<file path="src/rtl/knn_pkg.sv">
// knn_pkg
// Definitions shared by the KNN classifier's window writer and the classifier:
//   - default window and image geometry
//   - RGB565 pixel type
//   - capture FSM state encoding
//   - 11-bit widening helper used for overflow-free coordinate sums
package knn_pkg;

  localparam int WIN_DEF   = 5;
  localparam int IMG_W_DEF = 640;
  localparam int IMG_H_DEF = 480;

  // Coordinate ports are 10 bits; window arithmetic is done one bit wider.
  localparam int COORD_W = 10;
  localparam int SUM_W   = COORD_W + 1;

  // Row/column offsets inside the window; WIN is limited to 8.
  localparam int IDX_W = 3;

  typedef logic [15:0] rgb565_t;

  typedef enum logic [1:0] {
    ST_IDLE    = 2'd0,
    ST_ARMED   = 2'd1,
    ST_CAPTURE = 2'd2,
    ST_READY   = 2'd3
  } cap_state_e;

  function automatic logic [SUM_W-1:0] ext11(input logic [COORD_W-1:0] v);
    return {1'b0, v};
  endfunction

endpackage

</file>
<file path="src/rtl/knn_raster_cnt.sv">
// knn_raster_cnt
// Tracks the raster position of the camera pixel stream.
//   i_clk_en     system clock, rising edge
//   i_reset      asynchronous reset, active-high
//   i_pix_valid  a pixel is present this cycle
//   i_pix_sof    start of frame, qualified by i_pix_valid; that pixel is (0,0)
//   o_x, o_y     coordinate of the pixel presented this cycle
//   o_pix_ok     pixel is valid and lies inside a synchronised frame
// Pixels before the first sof, and pixels after the last line of a frame,
// are flagged as not ok until the next sof.
module knn_raster_cnt
  import knn_pkg::*;
#(
  parameter int IMG_W = IMG_W_DEF,
  parameter int IMG_H = IMG_H_DEF
) (
  input  logic               i_clk_en,
  input  logic               i_reset,
  input  logic               i_pix_valid,
  input  logic               i_pix_sof,
  output logic [COORD_W-1:0] o_x,
  output logic [COORD_W-1:0] o_y,
  output logic               o_pix_ok
);

  logic [COORD_W-1:0] r_x;
  logic [COORD_W-1:0] r_y;
  logic               r_sync;   // at least one sof seen since reset

  logic [COORD_W-1:0] w_x;
  logic [COORD_W-1:0] w_y;
  logic               w_ok;

  // sof overrides the running counters so the sof pixel itself is (0,0).
  always_comb begin
    w_x  = i_pix_sof ? '0 : r_x;
    w_y  = i_pix_sof ? '0 : r_y;
    w_ok = i_pix_valid && (i_pix_sof || (r_sync && (r_y < COORD_W'(IMG_H))));
  end

  always_ff @(posedge i_clk_en or posedge i_reset) begin
    if (i_reset) begin
      r_x    <= '0;
      r_y    <= '0;
      r_sync <= 1'b0;
    end else if (w_ok) begin
      r_sync <= 1'b1;
      if (w_x == COORD_W'(IMG_W - 1)) begin
        r_x <= '0;
        r_y <= w_y + 1'b1;
      end else begin
        r_x <= w_x + 1'b1;
        r_y <= w_y;
      end
    end
  end

  assign o_x      = w_x;
  assign o_y      = w_y;
  assign o_pix_ok = w_ok;

endmodule

</file>
<file path="src/rtl/knn_win_capture.sv">
// knn_win_capture
// Writer side of the KNN classifier's image window. On request, captures a
// WIN x WIN patch of the next camera frame at a programmed top-left corner
// and holds it, frozen, until the classifier releases it.
//   i_clk_en            system clock, rising edge
//   i_reset             asynchronous reset, active-high
//   i_pix_valid/i_pix_sof/i_pix_data   camera RGB565 stream
//   i_win_x, i_win_y    window top-left, sampled on an accepted i_cap_req
//   i_cap_req           one-cycle capture request (honoured in IDLE only)
//   i_release           one-cycle pulse, buffer may be reused (READY only)
//   i_rd_i, i_rd_j      read row/column; out-of-window addresses return 0
//   o_rd_data           buffer[i_rd_i][i_rd_j], combinational
//   o_win_ready         buffer complete and frozen
//   o_busy              waiting for a frame or capturing
//   o_cap_err           one-cycle pulse, request rejected (window off-frame)
module knn_win_capture
  import knn_pkg::*;
#(
  parameter int WIN   = WIN_DEF,
  parameter int IMG_W = IMG_W_DEF,
  parameter int IMG_H = IMG_H_DEF
) (
  input  logic               i_clk_en,
  input  logic               i_reset,
  input  logic               i_pix_valid,
  input  logic               i_pix_sof,
  input  rgb565_t            i_pix_data,
  input  logic [COORD_W-1:0] i_win_x,
  input  logic [COORD_W-1:0] i_win_y,
  input  logic               i_cap_req,
  input  logic               i_release,
  input  logic [COORD_W-1:0] i_rd_i,
  input  logic [COORD_W-1:0] i_rd_j,
  output rgb565_t            o_rd_data,
  output logic               o_win_ready,
  output logic               o_busy,
  output logic               o_cap_err
);

  if (WIN > 8 || WIN < 1) begin : g_bad_win
    $error("knn_win_capture: WIN must be in 1..8");
  end

  cap_state_e         r_state;
  cap_state_e         w_state_next;
  logic               r_cap_err;
  logic               w_cap_err_next;
  logic [COORD_W-1:0] r_lx;
  logic [COORD_W-1:0] r_ly;
  rgb565_t            r_buf [WIN][WIN];

  logic [COORD_W-1:0] w_x;
  logic [COORD_W-1:0] w_y;
  logic               w_pix_ok;

  knn_raster_cnt #(
    .IMG_W (IMG_W),
    .IMG_H (IMG_H)
  ) u_raster (
    .i_clk_en    (i_clk_en),
    .i_reset     (i_reset),
    .i_pix_valid (i_pix_valid),
    .i_pix_sof   (i_pix_sof),
    .o_x         (w_x),
    .o_y         (w_y),
    .o_pix_ok    (w_pix_ok)
  );

  // ---------------------------------------------------------------------
  // Window geometry
  // ---------------------------------------------------------------------
  logic             w_req_bad;
  logic             w_sof_px;
  logic             w_eval;
  logic [SUM_W-1:0] w_x_end;
  logic [SUM_W-1:0] w_y_end;
  logic             w_in_win;
  logic             w_last;
  logic             w_wr;
  logic [IDX_W-1:0] w_row;
  logic [IDX_W-1:0] w_col;

  always_comb begin
    w_req_bad = (ext11(i_win_x) > SUM_W'(IMG_W - WIN)) ||
                (ext11(i_win_y) > SUM_W'(IMG_H - WIN));
    w_sof_px  = i_pix_valid && i_pix_sof;
    // In ARMED the sof pixel that starts the frame is already a candidate.
    w_eval    = w_pix_ok && ((r_state == ST_CAPTURE) ||
                             ((r_state == ST_ARMED) && w_sof_px));
    w_x_end   = ext11(r_lx) + SUM_W'(WIN);
    w_y_end   = ext11(r_ly) + SUM_W'(WIN);
    w_in_win  = (ext11(w_x) >= ext11(r_lx)) && (ext11(w_x) < w_x_end) &&
                (ext11(w_y) >= ext11(r_ly)) && (ext11(w_y) < w_y_end);
    w_last    = (ext11(w_x) == w_x_end - 1'b1) && (ext11(w_y) == w_y_end - 1'b1);
    w_wr      = w_eval && w_in_win;
    // Offsets are below WIN <= 8, so the low bits alone give the exact difference.
    w_row     = w_y[IDX_W-1:0] - r_ly[IDX_W-1:0];
    w_col     = w_x[IDX_W-1:0] - r_lx[IDX_W-1:0];
  end

  // ---------------------------------------------------------------------
  // Capture FSM
  // ---------------------------------------------------------------------
  always_comb begin
    w_state_next   = r_state;
    w_cap_err_next = 1'b0;
    case (r_state)
      ST_IDLE: begin
        if (i_cap_req) begin
          if (w_req_bad) w_cap_err_next = 1'b1;
          else           w_state_next   = ST_ARMED;
        end
      end
      ST_ARMED: begin
        if (w_sof_px) w_state_next = (w_wr && w_last) ? ST_READY : ST_CAPTURE;
      end
      ST_CAPTURE: begin
        if (w_wr && w_last) w_state_next = ST_READY;
      end
      ST_READY: begin
        if (i_release) w_state_next = ST_IDLE;
      end
      default: w_state_next = ST_IDLE;
    endcase
  end

  always_ff @(posedge i_clk_en or posedge i_reset) begin
    if (i_reset) begin
      r_state   <= ST_IDLE;
      r_cap_err <= 1'b0;
      r_lx      <= '0;
      r_ly      <= '0;
    end else begin
      r_state   <= w_state_next;
      r_cap_err <= w_cap_err_next;
      if ((r_state == ST_IDLE) && i_cap_req && !w_req_bad) begin
        r_lx <= i_win_x;
        r_ly <= i_win_y;
      end
    end
  end

  // ---------------------------------------------------------------------
  // Patch buffer: one register row per window line
  // ---------------------------------------------------------------------
  for (genvar gi = 0; gi < WIN; gi++) begin : g_row
    always_ff @(posedge i_clk_en or posedge i_reset) begin
      if (i_reset) begin
        for (int j = 0; j < WIN; j++) r_buf[gi][j] <= '0;
      end else if (w_wr && (w_row == IDX_W'(gi))) begin
        r_buf[gi][w_col] <= i_pix_data;
      end
    end
  end

  always_comb begin
    o_rd_data = '0;
    if ((i_rd_i < COORD_W'(WIN)) && (i_rd_j < COORD_W'(WIN)))
      o_rd_data = r_buf[i_rd_i[IDX_W-1:0]][i_rd_j[IDX_W-1:0]];
  end

  assign o_win_ready = (r_state == ST_READY);
  assign o_busy      = (r_state == ST_ARMED) || (r_state == ST_CAPTURE);
  assign o_cap_err   = r_cap_err;

endmodule

</file>
<file path="config.mk">
export PLATFORM = sky130hd
export DESIGN_NAME = knn_win_capture
export DESIGN_NICKNAME = d
export VERILOG_FILES = /design/src/rtl/knn_pkg.sv /design/src/rtl/knn_raster_cnt.sv /design/src/rtl/knn_win_capture.sv
export SDC_FILE = /design/constraint.sdc
export NUM_CORES = 1
export LEC_CHECK = 0
export BUFFER_PORTS_ARGS = -buffer_cell sky130_fd_sc_hd__buf_2
export CAP_MARGIN = 0
export CORE_UTILIZATION = 35
export CTS_CLUSTER_SIZE = 20
export DETAILED_ROUTE_END_ITERATION = 6
export SETUP_SLACK_MARGIN = 0.5
export SYNTH_ARGS = -nofsm -noshare
export SYNTH_HDL_FRONTEND = slang
export SYNTH_SLANG_ARGS = --single-unit
export TNS_END_PERCENT = 50
</file>
<file path="constraint.sdc">
create_clock -name i_clk_en -period 29.3 [get_ports i_clk_en]
set_clock_uncertainty 0.2 [all_clocks]
set_input_delay 2.93 -clock i_clk_en [delete_from_list [all_inputs] [get_ports i_clk_en]]
set_output_delay 2.93 -clock i_clk_en [all_outputs]
set_load 0.01 [all_outputs]
</file>
==> summary.md, run 1 <==
The run finished, with violations left. The final reports fail on DRC. The design draws 1.66 mW.

In this run the number of cells on the critical path is 8. The count of nets left with antenna violations once routing finished came out at 0. Counting tap cells, the placed design contains a total of 2637 instances. Hold timing on the final database bottoms out at a slack of 0.268 ns.

The worst setup path is captured at an output pin. After clock tree synthesis, the clock-pin slew on the worst setup and hold paths is 0.05 ns. The critical path ends at o_rd_data[9]. The worst setup path is launched from an input port. The final hold violation count is 0. In this run the worst setup path begins at i_rd_i[0]. After floorplanning, the core was divided into 94 placement rows. Hold repair after CTS inserted 0 buffers. The peak supply drop was 0.0461 mV; the horizontal die dimension was 261 um. The fraction of the core area covered by cells at the end of the flow is 0.398, and the total power density per cell area is 63.2 nW/um2.

The highest metal layer carrying signal wires in the routed design is met5. The critical register-to-register path startpoint is r_ly[0]. Counting the fill cells in the layout gives 6200. By instance count, the cell type seen most on the critical path is sky130_fd_sc_hd__mux4_2. The setup slack of the critical path after layout is 19.74 ns.

The cell count of the worst reg-to-reg path works out to 12. Summed over all nets, wire length on met3 after detailed routing comes to 2560 um. For the number of antenna violations at the first check in global routing, the log shows 3.

The final critical-path share of the clock period is 0.326, and the max-slew violation count is 0. In this run the deepest clock path goes through 3 buffers. Setup total negative slack on the finished layout was measured at 0 ns.

The run gives 0 as the number of failing setup endpoints in the final timing report. The die outline area came out at 68000 um2. The number of synthesized flops with an enable pin came out at 0. The tools report the post-placement worst setup slack as 19.73 ns.

In this run the worst path has a maximum fanout of 65. CTS saw 444 sinks. The count of buffers added on input and output ports is 80. The met1 wire length was 27800 um; the clock buffer count from CTS was 51.

The average detailed-routed wire length per instance was 22.2 um; the depth of the CTS H-tree was 2. The fraction of synthesized cell area taken by the top area cell type is 0.474. The worst-skew pair later-pin latency was 0.60 ns.

The sequential fraction of the synthesis area is 0.474. The arrival time reported for the critical path endpoint is 6.43 ns. The first routing iteration left 1190 violations. TritonCTS built the clock tree. For the number of maximum-capacitance violations, the log shows 0.

Setup repair after global routing left no endpoint under its margin. At the worst endpoint, the required time is 26.17 ns. The final design area excluding fillers came out at 26300 um2. After global routing the overflow that remains totals 0. The share of layout cells above drive strength 1 came out at 0.343. Counting both buffers and inverters, the worst setup path holds a total of 3. The starting utilization of the core area is 0.355.

In the detailed route, the total length drawn on met2 is 28500 um. The number of warnings issued by yosys is 0. The share of synthesized flip-flops with an asynchronous set or reset is 1.00, and the area added between synthesis and finish is 11.9%.

The first TritonRoute pass finished after 6 iterations. The number of nets handed over by synthesis was 1909. Entering global routing, the biggest net connects 192 pins.

The run gives 10 as the count of unresolved DRC violations after routing. The height of the die was 261 um. The run gives 0.223 as the worst max-slew margin expressed relative to the limit.

The biggest area consumer among synthesized cells is sky130_fd_sc_hd__dfrtp_1. The mean instance size in the synthesized netlist is 13.0 um2. For the via count of the first global-routing pass, the log shows 15.6k.

Synthesis instantiated 88 different standard cells from the library. In this design, the stage delay of the slowest critical-path cell is 0.70 ns. The run gives 66000 um2 as the core region area. The most used flip-flop cell after synthesis is sky130_fd_sc_hd__dfrtp_1.

The average vias per placed instance was 5.49; the flip-flop and latch count after synthesis was 444. At the end of routability-driven placement, the weighted congestion stood at 0.800. The global router's overall resource usage is 0.182, and the number of instances in the synthesized netlist is 1801. The kind of cell with the highest combined delay on the critical path was buffers and inverters. The final layout net count was 1934. The number of gates resized after CTS was 0. Traced cell by cell, the critical path runs through buf_6, buf_4, mux4_2, mux4_2, a21oi_1, o22ai_1, and2_1, buf_2.

After synthesis, the cell types taking the most area are sky130_fd_sc_hd__dfrtp_1, sky130_fd_sc_hd__mux2_2, sky130_fd_sc_hd__mux4_2, sky130_fd_sc_hd__mux2_4, sky130_fd_sc_hd__mux2_1. The first global-routing pass estimated 95100 um of wire. Once placement finished, the instance area stood at 24500 um2. Static leakage: 12.6 nW. The tree is rooted in a sky130_fd_sc_hd__clkbuf_16. Detailed placement ended at an HPWL of 36400 um.

Class of the most critical hold timing path: reg -> reg. In this run the cell area of the synthesized design comes to 23500 um2. Wires add up to 60600 um.

The minimum setup slack among reg-to-reg paths is 23.51 ns, and the via total after detailed routing is 15.0k. For the pin with the worst max-slew slack, the measured transition is 1.16 ns. The tools report the count of boundary I/O pins as 81. After clock tree synthesis, the setup repair step added 0 buffers. The path type of the worst setup path is in -> out. The non-filler instance count after layout is 2729. Capture point of the worst reg-to-reg path: r_buf[335]. Static timing analysis puts the maximum clock frequency at 0.105 GHz.

The master of the slowest instance on the critical path was sky130_fd_sc_hd__buf_4. After layout, the minimum clock period comes to 9.56 ns.
==> kinds of logic (layout without fill, tap and decap cells) <==
group | after synthesis | after routing | share of synthesized area
buf+inv | 176 | 238 | 0.0359
fa+ha+maj | 46 | 46 | 0.0252
xor+xnor | 52 | 52 | 0.0236
mux | 531 | 531 | 0.299
simple gates | 321 | 321 | 0.0759
other cells | 0 | 2 | 0
flops | 444 | 444 | 0.474
compound gates | 231 | 231 | 0.0664
==> area by class of cell <==
class | instances | area [um2] | area share
multi-input combinational | 1181 | 11500 | 0.440
sequential | 444 | 11100 | 0.423
clock buffer | 69 | 1450 | 0.0554
tap | 864 | 1080 | 0.0412
timing repair buffer | 108 | 632 | 0.0241
clock inverter | 21 | 272 | 0.0103
inverter | 40 | 158 | 0.00601
antenna | 2 | 5.00 | 0.000191
==> worst reg2reg max path, cell delays in order (launching register included) <==
cell                        delay (ns)
sky130_fd_sc_hd__dfrtp_1          0.54
sky130_fd_sc_hd__ha_1             0.35
sky130_fd_sc_hd__o2111ai_2        0.20
sky130_fd_sc_hd__xnor2_1          0.41
sky130_fd_sc_hd__ha_1             0.33
sky130_fd_sc_hd__a21o_1           0.18
sky130_fd_sc_hd__a2111oi_0        0.77
sky130_fd_sc_hd__a211oi_1         0.19
sky130_fd_sc_hd__a21oi_1          0.22
sky130_fd_sc_hd__and4_4           0.29
sky130_fd_sc_hd__nand3_2          0.40
sky130_fd_sc_hd__nand3b_2         1.01
sky130_fd_sc_hd__mux2_2           0.58
==> synthesized netlist by cell type (19+ instances only) <==
cell type                  instances
sky130_fd_sc_hd__mux2_2          270
sky130_fd_sc_hd__inv_1            37
sky130_fd_sc_hd__nor2_1           39
sky130_fd_sc_hd__mux2_4           60
sky130_fd_sc_hd__a21oi_1          37
sky130_fd_sc_hd__mux2_1           72
sky130_fd_sc_hd__nand2_1         101
sky130_fd_sc_hd__xnor2_1          38
sky130_fd_sc_hd__clkbuf_1         67
sky130_fd_sc_hd__nand3_1          24
sky130_fd_sc_hd__mux2i_1          51
sky130_fd_sc_hd__ha_1             44
sky130_fd_sc_hd__buf_2            34
sky130_fd_sc_hd__mux4_2           78
sky130_fd_sc_hd__a211oi_1         19
sky130_fd_sc_hd__dfrtp_1         444
sky130_fd_sc_hd__o21ai_0          72
sky130_fd_sc_hd__nor2b_1          25
==> registers in the layout, indices dropped and copies added, names as in the netlist <==
register,cells
r_state,2
u_raster.r_sync,1
r_ly,10
u_raster.r_x,10
r_lx,10
u_raster.r_y,10
r_buf,400
o_cap_err,1
==> where the power goes <==
group / switching [mW] / internal (mW)
Sequential: 0.0388 / 0.629
Clock: 0.270 / 0.376
Combinational: 0.210 / 0.135
Total: 0.519 / 1.14
==> worst min path at each step <==
stage / start / slack [ns] / end / cells past startpoint
floorplan: u_raster.r_sync / 0.23 / u_raster.r_sync / 1
global placement: u_raster.r_sync / 0.24 / u_raster.r_sync / 1
detailed placement: u_raster.r_sync / 0.26 / u_raster.r_sync / 1
CTS: u_raster.r_sync / 0.27 / u_raster.r_sync / 1
global route: u_raster.r_sync / 0.30 / u_raster.r_sync / 1
finish: u_raster.r_sync / 0.27 / u_raster.r_sync / 1
==> metal layers <==
layer,global-route usage,up-vias
li1,-,6670
met1,0.251,7865
met2,0.291,322
met3,0.0300,112
met4,0.0562,4
met5,0,-
==> layout by cell type (no fill, tap or decap), types with 6 or more instances in the layout <==
| cell | n |
|---|---|
| sky130_fd_sc_hd__dfrtp_1 | 444 |
| sky130_fd_sc_hd__mux2_2 | 270 |
| sky130_fd_sc_hd__nand2_1 | 101 |
| sky130_fd_sc_hd__mux4_2 | 78 |
| sky130_fd_sc_hd__buf_2 | 78 |
| sky130_fd_sc_hd__o21ai_0 | 72 |
| sky130_fd_sc_hd__mux2_1 | 72 |
| sky130_fd_sc_hd__mux2_4 | 60 |
| sky130_fd_sc_hd__mux2i_1 | 51 |
| sky130_fd_sc_hd__clkbuf_16 | 51 |
| sky130_fd_sc_hd__ha_1 | 44 |
| sky130_fd_sc_hd__xnor2_1 | 38 |
| sky130_fd_sc_hd__a21oi_1 | 37 |
| sky130_fd_sc_hd__inv_1 | 36 |
| sky130_fd_sc_hd__nor2_1 | 35 |
| sky130_fd_sc_hd__buf_4 | 28 |
| sky130_fd_sc_hd__nor2b_1 | 25 |
| sky130_fd_sc_hd__nand3_1 | 24 |
| sky130_fd_sc_hd__a211oi_1 | 19 |
| sky130_fd_sc_hd__o22ai_1 | 17 |
| sky130_fd_sc_hd__nand2b_1 | 16 |
| sky130_fd_sc_hd__and2_1 | 16 |
| sky130_fd_sc_hd__nor3_1 | 14 |
| sky130_fd_sc_hd__o2bb2ai_1 | 13 |
| sky130_fd_sc_hd__nand4_1 | 11 |
| sky130_fd_sc_hd__clkbuf_8 | 11 |
| sky130_fd_sc_hd__and3_1 | 10 |
| sky130_fd_sc_hd__clkinv_2 | 9 |
| sky130_fd_sc_hd__a221oi_1 | 7 |
| sky130_fd_sc_hd__or4_1 | 7 |
| sky130_fd_sc_hd__xor2_1 | 7 |
| sky130_fd_sc_hd__clkbuf_1 | 7 |
| sky130_fd_sc_hd__xnor3_1 | 6 |
| sky130_fd_sc_hd__o211ai_1 | 6 |
| sky130_fd_sc_hd__nor4_1 | 6 |
Note: power is estimated with default switching activity, not from simulation.
==> run 2, diff against run 1 <==
==> constraint.sdc (replaced) <==
create_clock -name i_clk_en -period 8.52 [get_ports i_clk_en]
set_clock_uncertainty 0.2 [all_clocks]
set_input_delay 0.852 -clock i_clk_en [delete_from_list [all_inputs] [get_ports i_clk_en]]
set_output_delay 0.852 -clock i_clk_en [all_outputs]
set_load 0.01 [all_outputs]
==> summary.md, run 2 (synthesized netlist as in run 1, its figures left out) <==
The checks that failed: DRC. The flow ran to the end, but the final reports show violations. The starting utilization of the core area was 0.355. The maximum fanout count along the critical path works out to 20. For this design the ratio of total power to cell area is 218 nW/um2. The critical path runs through a total of 12 cells. The total clock sinks was 444; the aggregate negative setup slack was 0 ns. For this run, the top clock speed supported by timing is 0.176 GHz. The library cells used most frequently in the layout, excluding fill and tap cells, are sky130_fd_sc_hd__dfrtp_1, sky130_fd_sc_hd__mux2_2, sky130_fd_sc_hd__nand2_1. The half-perimeter wire length after detailed placement came out at 37300 um. For the static leakage, the log shows 12.6 nW. The destination of the critical timing path is r_buf[212]. Kind of cell with the highest combined delay on the critical path: simple AND/OR/NAND/NOR gates. The tools report the via total after detailed routing as 14.9k. In the routed design, unresolved DRC markers number 7. STA classifies the critical path startpoint as a flip-flop. The horizontal die dimension works out to 261 um. The clock-pin slew on the worst setup and hold paths was 0.06 ns; the average vias per placed instance was 5.46.

STA puts the critical path data arrival time at 5.95 ns. The number of failing setup endpoints in the final timing report came out at 0. Clock root buffer: sky130_fd_sc_hd__clkbuf_16.

For the pin with the worst max-slew slack, the measured transition is 1.24 ns. Capture point of the worst reg-to-reg path: r_buf[212]. The critical path contains buffers and inverters numbering 0 combined. The H-tree generated during clock tree synthesis spans 2 levels. The share of layout cells above drive strength 1 is 0.340. The logs give 66000 um2 for the core region area and 15.6k for the via count of the first global-routing pass. The number of antenna violations at the first check in global routing is 3. The height of the die is 261 um. The number of antenna diodes in the final layout is 0. Class of the most critical hold timing path: in -> reg.

Relative to the synthesized area, the layout overhead comes to 11.8%. The later pin in the worst-skew pair is clocked with a latency of 0.59 ns. In this run the register-to-register setup slack is 2.85 ns. In the final layout, flip-flops and latches occupy 11100 um2.

Measured in cells, the most critical reg-to-reg path has a length of 12. The total of fill cells in the finished design was 6165; the average detailed-routed wire length per instance was 22.1 um. The worst-case IR drop observed on VDD is 0.151 mV. The tools report the count of boundary I/O pins as 81. In this run the worst setup path begins at r_ly[0]. The tools report the number of maximum-capacitance violations as 0.

Final hold analysis gives a worst-case slack of 0.267 ns. The logs give 1927 for the final layout net count and 0.174 for the worst max-slew margin expressed relative to the limit. The die covers 68000 um2.

The commonest non-fill, non-tap cell in the layout was sky130_fd_sc_hd__dfrtp_1. The tools report the hold buffer count at cts as 0. The total overflow reported by the global router came out at 0.

The total area of multi-input combinational cells is 11600 um2, and the max-slew violation count is 0. The critical path required time is 8.80 ns, and the post-cts sizing count is 0. Number of antenna-violating nets in the routed design: 0.

The critical path goes through ha_1, o2111ai_2, xnor2_1, ha_1, a21o_1, a2111oi_0, a211oi_1, a21oi_1, and4_4, nand3_2, nand4bb_1, mux2_1. The global-route wire length before repair is 95000 um, and the number of DRC violations after detailed-routing iteration 0 is 978. In this run the deepest clock path goes through 3 buffers. The global placement routability congestion is 0.809. Path type of the worst setup path: reg -> reg. Summing all non-filler instances in the final layout gives an area of 26200 um2. After detailed placement, the total cell area comes to 24500 um2. Buffers inserted during clock tree synthesis total 51. The master of the slowest instance on the critical path was sky130_fd_sc_hd__nand4bb_1. Fraction of the core area covered by cells at the end of the flow: 0.397. Setup repair after global routing left no endpoint under its margin. The logs give 0.181 for the global router's overall resource usage and 0 for the post-CTS setup buffer count.

The worst setup path is captured at a flip-flop. In this design, the stage delay of the slowest critical-path cell is 1.09 ns. The number of cell rows was 94.

Ranked by flip-flop count, first place goes to r_buf. The final critical-path share of the clock period is 0.666, and the number of optimization iterations in the first detailed-route pass is 7. The cell that appears most often on the critical path is sky130_fd_sc_hd__ha_1. Entering global routing, the biggest net connects 204 pins.

The startpoint identified for the worst register-to-register timing path is r_ly[0]. The final layout contains routed wiring with a total length of 60100 um. The number of I/O port buffers is 80, and the time the final worst path needs with I/O delays and setup is 5.67 ns. The run gives 0 as the final hold violation count. The register with the most flip-flops in the layout has 400 of them. TritonCTS built the clock tree.
## run 2: worst min-delay path by stage
stage | from | to | slack [ns] | cells past startpoint
5_1_grt | i_win_x[0] | r_lx[0] | 0.27 | 3
3_5_place_dp | u_raster.r_sync | u_raster.r_sync | 0.27 | 1
6_report | i_win_x[0] | r_lx[0] | 0.27 | 3
4_1_cts | i_win_x[0] | r_lx[0] | 0.24 | 3
3_3_place_gp | u_raster.r_sync | u_raster.r_sync | 0.25 | 1
2_1_floorplan | u_raster.r_sync | u_raster.r_sync | 0.23 | 1
## run 2: power breakdown
| part | total, mW | switching (mW) | internal, mW |
|---|---|---|---|
| combinational | 1.19 | 0.731 | 0.464 |
| sequential | 2.30 | 0.133 | 2.16 |
| clock | 2.21 | 0.922 | 1.29 |
| total | 5.71 | 1.79 | 3.92 |
## run 2: area by class of cell
| cell class | instances | area share |
|---|---|---|
| multi-input cells | 1181 | 0.441 |
| repair buffers | 101 | 0.0226 |
| well taps | 864 | 0.0412 |
| inverters | 40 | 0.00587 |
| clock inverters | 17 | 0.00840 |
| flip-flops and latches | 444 | 0.424 |
| clock buffers | 74 | 0.0573 |
## run 2: routing by layer
layer  up-vias  share of wire  global-route usage
li1       6644              -                   -
met1      7785           0.46               0.250
met2       343           0.47               0.289
met3        85          0.052              0.0340
met4         6          0.023              0.0515
met5         -        0.00050                   0
## run 2: metrics by stage
stage                     instances  power (mW)  worst slack, ns
final                          2721        5.71             2.85
after global routing           2721        6.00             2.57
after CTS                      2721        5.76             2.87
after detailed placement       2630        3.52             2.65
after global placement         2630        3.51             2.75
after floorplan                1801        3.22             1.47
## run 2: worst min-delay path: stages
cell	delay, ns
sky130_fd_sc_hd__buf_2	0.07
sky130_fd_sc_hd__nand2_1	0.04
sky130_fd_sc_hd__o21ai_0	0.06
